===== src/rtl/mul_pkg.sv =====
// Shared definitions for the RV32M multiply stage: operand width, op encodings
// and the conditional two's-complement helper used for sign preprocessing.
package mul_pkg;

  localparam int XLEN = 32;

  localparam logic [1:0] MUL_OP_MUL    = 2'b00;
  localparam logic [1:0] MUL_OP_MULH   = 2'b01;
  localparam logic [1:0] MUL_OP_MULHSU = 2'b10;
  localparam logic [1:0] MUL_OP_MULHU  = 2'b11;

  // 0x80000000 negates to itself, which is the correct magnitude as unsigned.
  function automatic logic [XLEN-1:0] cond_neg(input logic [XLEN-1:0] v, input logic en);
    return en ? (~v + XLEN'(1)) : v;
  endfunction

endpackage


===== src/rtl/mul_unit_mul32.sv =====
// mul32: combinational 32x32 -> 64-bit unsigned multiplier core.
module mul32
  import mul_pkg::*;
(
  input  logic [XLEN-1:0] a,
  input  logic [XLEN-1:0] b,
  output logic [XLEN-1:0] lo,
  output logic [XLEN-1:0] hi
);

  logic [2*XLEN-1:0] p;

  assign p  = {{XLEN{1'b0}}, a} * {{XLEN{1'b0}}, b};
  assign lo = p[XLEN-1:0];
  assign hi = p[2*XLEN-1:XLEN];

endmodule


===== src/rtl/mul_unit.sv =====
// mul_unit: two-stage RV32M multiply (MUL/MULH/MULHSU/MULHU) with valid/ready,
// tag pass-through and flush. Define MUL_PERF_EN to add the perf_cnt accept counter.
module mul_unit
  import mul_pkg::*;
#(
  parameter int TAG_W = 5
) (
  input  logic             clk,
  input  logic             rst,
  input  logic             flush,
  input  logic             in_valid,
  output logic             in_ready,
  input  logic [1:0]       in_op,
  input  logic [XLEN-1:0]  in_a,
  input  logic [XLEN-1:0]  in_b,
  input  logic [TAG_W-1:0] in_tag,
  output logic             out_valid,
  input  logic             out_ready,
  output logic [XLEN-1:0]  out_res,
  output logic [TAG_W-1:0] out_tag
`ifdef MUL_PERF_EN
  ,
  output logic [31:0]      perf_cnt
`endif
);

  // S1: operand magnitudes and the result-negate flag
  logic             s1_valid_q, s1_valid_d;
  logic [1:0]       s1_op_q, s1_op_d;
  logic [TAG_W-1:0] s1_tag_q, s1_tag_d;
  logic [XLEN-1:0]  s1_mag_a_q, s1_mag_a_d;
  logic [XLEN-1:0]  s1_mag_b_q, s1_mag_b_d;
  logic             s1_neg_q, s1_neg_d;

  // S2: selected result, presented directly on the output ports
  logic             out_valid_q, out_valid_d;
  logic [XLEN-1:0]  out_res_q, out_res_d;
  logic [TAG_W-1:0] out_tag_q, out_tag_d;

  logic             s1_en, s2_en, accept;
  logic             a_neg, b_neg;
  logic [XLEN-1:0]  p_lo, p_hi;
  logic [2*XLEN-1:0] r;

  mul32 u_mul32 (
    .a  (s1_mag_a_q),
    .b  (s1_mag_b_q),
    .lo (p_lo),
    .hi (p_hi)
  );

  assign s2_en    = !out_valid_q || out_ready;
  assign s1_en    = !s1_valid_q || s2_en;
  assign in_ready = s1_en && !flush;
  assign accept   = in_valid && in_ready;

  assign a_neg = in_a[XLEN-1] && (in_op == MUL_OP_MULH || in_op == MUL_OP_MULHSU);
  assign b_neg = in_b[XLEN-1] && (in_op == MUL_OP_MULH);
  assign r     = s1_neg_q ? (~{p_hi, p_lo} + 64'd1) : {p_hi, p_lo};

  // NOTE: every always_comb output gets a hold default first so no path leaves it unassigned (no latch).
  always_comb begin
    s1_valid_d  = s1_valid_q;
    s1_op_d     = s1_op_q;
    s1_tag_d    = s1_tag_q;
    s1_mag_a_d  = s1_mag_a_q;
    s1_mag_b_d  = s1_mag_b_q;
    s1_neg_d    = s1_neg_q;
    out_valid_d = out_valid_q;
    out_res_d   = out_res_q;
    out_tag_d   = out_tag_q;

    if (flush) begin
      s1_valid_d  = 1'b0;
      out_valid_d = 1'b0;
    end else begin
      if (s2_en) begin
        out_valid_d = s1_valid_q;
        if (s1_valid_q) begin
          out_res_d = (s1_op_q == MUL_OP_MUL) ? r[XLEN-1:0] : r[2*XLEN-1:XLEN];
          out_tag_d = s1_tag_q;
        end
      end
      // Clearing s1_valid when S1 drains without a new accept collapses bubbles.
      if (s1_en) begin
        s1_valid_d = accept;
        if (accept) begin
          s1_op_d    = in_op;
          s1_tag_d   = in_tag;
          s1_mag_a_d = cond_neg(in_a, a_neg);
          s1_mag_b_d = cond_neg(in_b, b_neg);
          s1_neg_d   = a_neg ^ b_neg;
        end
      end
    end
  end

  // NOTE: state flops use non-blocking assignments so all stages update from pre-edge values.
  always_ff @(posedge clk or posedge rst) begin
    if (rst) begin
      s1_valid_q  <= 1'b0;
      s1_op_q     <= 2'b00;
      s1_tag_q    <= '0;
      s1_mag_a_q  <= '0;
      s1_mag_b_q  <= '0;
      s1_neg_q    <= 1'b0;
      out_valid_q <= 1'b0;
      out_res_q   <= '0;
      out_tag_q   <= '0;
    end else begin
      s1_valid_q  <= s1_valid_d;
      s1_op_q     <= s1_op_d;
      s1_tag_q    <= s1_tag_d;
      s1_mag_a_q  <= s1_mag_a_d;
      s1_mag_b_q  <= s1_mag_b_d;
      s1_neg_q    <= s1_neg_d;
      out_valid_q <= out_valid_d;
      out_res_q   <= out_res_d;
      out_tag_q   <= out_tag_d;
    end
  end

  assign out_valid = out_valid_q;
  assign out_res   = out_res_q;
  assign out_tag   = out_tag_q;

`ifdef MUL_PERF_EN
  logic [31:0] perf_cnt_q, perf_cnt_d;

  // Counts accepts, so ops later flushed are still included; wraps naturally.
  always_comb begin
    perf_cnt_d = perf_cnt_q + {31'd0, accept};
  end

  always_ff @(posedge clk or posedge rst) begin
    if (rst) perf_cnt_q <= '0;
    else     perf_cnt_q <= perf_cnt_d;
  end

  assign perf_cnt = perf_cnt_q;
`endif

endmodule


===== config.mk =====
export PLATFORM = sky130hd
export DESIGN_NAME = mul_unit
export DESIGN_NICKNAME = d
export VERILOG_FILES = /design/src/rtl/mul_pkg.sv /design/src/rtl/mul_unit_mul32.sv /design/src/rtl/mul_unit.sv
export SDC_FILE = /design/constraint.sdc
export NUM_CORES = 2
export LEC_CHECK = 0
export ABC_AREA = 1
export BUFFER_PORTS_ARGS = -buffer_cell sky130_fd_sc_hd__buf_2
export CAP_MARGIN = 20
export CORE_MARGIN = 5
export CORE_UTILIZATION = 50
export CTS_CLUSTER_SIZE = 12
export DETAILED_ROUTE_END_ITERATION = 8
export PLACE_DENSITY = 0.66
export SLEW_MARGIN = 0
export SYNTH_ARGS = -nofsm -noshare
export SYNTH_HDL_FRONTEND = slang
export SYNTH_HIERARCHICAL = 1
export SYNTH_SLANG_ARGS = --single-unit

===== constraint.sdc =====
create_clock -name clk -period 8.8 [get_ports clk]
set_input_delay 0.44 -clock clk [delete_from_list [all_inputs] [get_ports clk]]
set_output_delay 0.44 -clock clk [all_outputs]
set_load 0.01 [all_outputs]

==> results.cfg <==
[run_status]
run_status = finished clean

[critical_path]
critical_path_buf_inv_count = 8
critical_path.endpoint = out_res[19]$_DFFE_PP0P_
critical_path.startpoint = s1_mag_a_q[26]$_DFFE_PP0P_
crit_path_slowest_cell = sky130_fd_sc_hd__dfrtp_1
cpLargestDelayFamily = adder cells
cp_data_required_time_ns = 9.13
timing.reg2reg.worst_path_depth = 34
worst_ep_arrival_time_ns = 8.68
critical_path_class = register to register
worst-r2r-setup-slack_ns = 0.45
reg2reg_to = out_res[19]$_DFFE_PP0P_
maximum_fanout_along_the_worst_path = 13
setup.worst_path.start_class = register
longest_individual_stage_delay_on_the_worst_path_ns = 0.71
endpoint_kind = register
r2r-start = s1_mag_a_q[26]$_DFFE_PP0P_
path_common_cell = sky130_fd_sc_hd__nand2_1
timing.critical_path.depth = 34

[final_layout]
nets = 7679
final_util = 0.5446
area_of_the_multi_input_gates_um2 = 33770
synthToLayoutAreaGrowth_pct = 8.011
num-fill-cells = 8784
seq_area_um2 = 2799
drive_above_1_share = 0.07836

[timing]
relSlewSlack = 0.3360
period_utilisation_layout = 0.9491
unrepaired_setup_endpoints_after_global_routing = no
clk_skew_ns = 0.01155
hold_violations = 0
max_clock_freq_mhz = 119.7
worst_slew_pin_slew_ns = 0.9960
maxSlewViolCount = 0
setup_viol_count_final = 0
finalSetupTns_ns = 0
fin_crit_ns = 8.353

[clock_network]
ctsRootBufferMaster = sky130_fd_sc_hd__clkbuf_16
clkLatencyLatePin_ns = 0.40
cts-root-to-sink-buffers = 2
clk_pin_slew_ns = 0.09
clock_tree_from_tritoncts = yes
sink_count_of_the_clock_tree = 111
numCtsBuffers = 9
htreeDepth = 3
cts.repair_timing.setup_buffer_count = 0
cts-hold-fix-buffers = 0

[floorplan]
initial_core_util = 0.5042
rows = 109
num_io_pins = 115
fp.dieH_um = 308.5
die_area_um2 = 95180
placeableCoreArea_um2 = 88370
dieWidth_um = 308.5

[yosys]
synth_seq_area_share = 0.06234
synth_cells = 6313
synth.top_cell.area_share = 0.4026
most_repeated_cell_in_the_gate_level_netlist_after_synthesis = sky130_fd_sc_hd__nand2_1
synth_enable_flop_cells = 0
post_synth.cell_area_avg_um2 = 7.058
ys_async_sr_fraction = 1.000
synth_largest_area_cell = sky130_fd_sc_hd__fa_1
synth_cell_type_count = 43
ys_warn_count = 6
synth.area.top_cells = sky130_fd_sc_hd__fa_1 (40%), sky130_fd_sc_hd__nand2_1 (17%), sky130_fd_sc_hd__inv_1 (16%)
synth.net_count = 7552
yosys_most_used_dff = sky130_fd_sc_hd__dfrtp_1
synth.ff_latch_count = 111
synth_top_cells_by_count = sky130_fd_sc_hd__nand2_1 (1988), sky130_fd_sc_hd__inv_1 (1859), sky130_fd_sc_hd__fa_1 (896)
syn-cell-area_um2 = 44560

[global_routing]
overall_global_routing_usage = 0.3018
grt_max_degree = 84
antenna_violations_before_repair = 3
global_route_wire_length_before_repair_um = 224200
first_global_vias = 40020
gr-total-overflow = 0

[run]
cap_viol_max_count = 0

[detailed_routing]
route.antenna.remaining_nets = 0
dr.first_iter.drc_count = 2975
viasPerCell = 5.053
drt_pass1_iterations = 5
post_drt_wl_per_cell_um = 18.39
route.vias.total = 38470
drt-total-wl_um = 140000
drc = 0

[worst_hold_path]
worst_hold_startpoint = flush
worst_hold_path_type = input port to register

[placement]
place.detailed.hpwl_um = 118600
routabilityCongestion = 1.011
placement.io_buffers = 114
-- worst register-to-register path, delay by kind of cell, from the launching register on --
family | cells | cell delay [ns]
buf+inv | 8 | 0.77
flops | 1 | 0.71
compound gates | 2 | 0.37
fa+ha+maj | 9 | 4.43
simple gates | 15 | 2.02
-- per-layer routing --
layer  up-vias  part of all wire  GRT usage
met5         -                 0          0
met4         0             0.028    0.07921
met3       196             0.066    0.03344
met2      1321              0.47     0.4983
met1     18970              0.43     0.4290
li1      17980                 -          -
-- cell usage in the layout, fill, tap and decap left out, drive strengths merged, types with 4 or more instances in the layout --
| cell type | count |
|---|---|
| a31oi | 5 |
| nand3 | 212 |
| o21bai | 12 |
| clkinv | 8 |
| ha | 267 |
| a21oi | 99 |
| nor3 | 26 |
| o21ai | 107 |
| inv | 1883 |
| clkbuf | 11 |
| dfrtp | 111 |
| xor2 | 63 |
| nand3b | 18 |
| buf | 350 |
| nand4 | 23 |
| nor4 | 4 |
| fa | 896 |
| nand2 | 2021 |
| xnor2 | 8 |
| nor2 | 308 |
| o31ai | 6 |
-- flip-flops by register name, indices dropped and copies added (netlist names) --
signal and count:
s1_mag_b_q 32, s1_valid_q 1, s1_op_q 2, s1_neg_q 1, out_res 32, s1_tag_q 5
out_valid 1, out_tag 5, s1_mag_a_q 32
-- cells by family (layout without fill, tap and decap cells) --
logic type,after synthesis,after routing,synth area share
DFF,111,111,0.06234
adders and majority gates,1163,1163,0.4775
AOI/OAI and AO/OA,232,232,0.02783
and+or+nand+nor,2616,2616,0.2386
buffers and inverters,2120,2252,0.1798
other,0,3,0
xor gates and xnor gates,71,71,0.01396
-- worst min-delay path by stage --
stage,endpoint,cells after the start
6_report,out_valid$_DFFE_PP0P_,2
5_1_grt,out_valid$_DFFE_PP0P_,2
4_1_cts,out_valid$_DFFE_PP0P_,2
3_5_place_dp,out_tag[4]$_DFFE_PP0P_,2
3_3_place_gp,out_tag[4]$_DFFE_PP0P_,2
2_1_floorplan,out_tag[3]$_DFFE_PP0P_,2
-- stage by stage --
step	hold WS, ns	setup slack (ns)	area [um2]	cells
after floorplan	0.4422	1.730	44560	6313
after global placement	0.4586	0.3933	47800	7594
after detailed placement	0.4638	0.3333	47800	7594
after CTS	0.2078	0.2691	48100	7610
after global routing	0.2242	0.02667	48130	7613
final	0.2256	0.4475	48130	7613
-- area by class of cell --
| type | instances | area share |
|---|---|---|
| multi-input combinational | 4082 | 0.7018 |
| inverter | 1886 | 0.1472 |
| sequential | 111 | 0.05816 |
| timing repair buffer | 350 | 0.05621 |
| tap | 1165 | 0.03029 |
| clock buffer | 11 | 0.005252 |
| clock inverter | 5 | 0.0009619 |
| antenna | 3 | 0.0001560 |
-- what timing repair did --
item | CTS | global route
hold endpoints to repair | 0 | 0
endpoints found under the setup margin | 0 | 15
gates resized for setup | 0 | 15
Power is not shown: default switching activity piles up to over one toggle a cycle in this logic, so the estimate is an artifact.
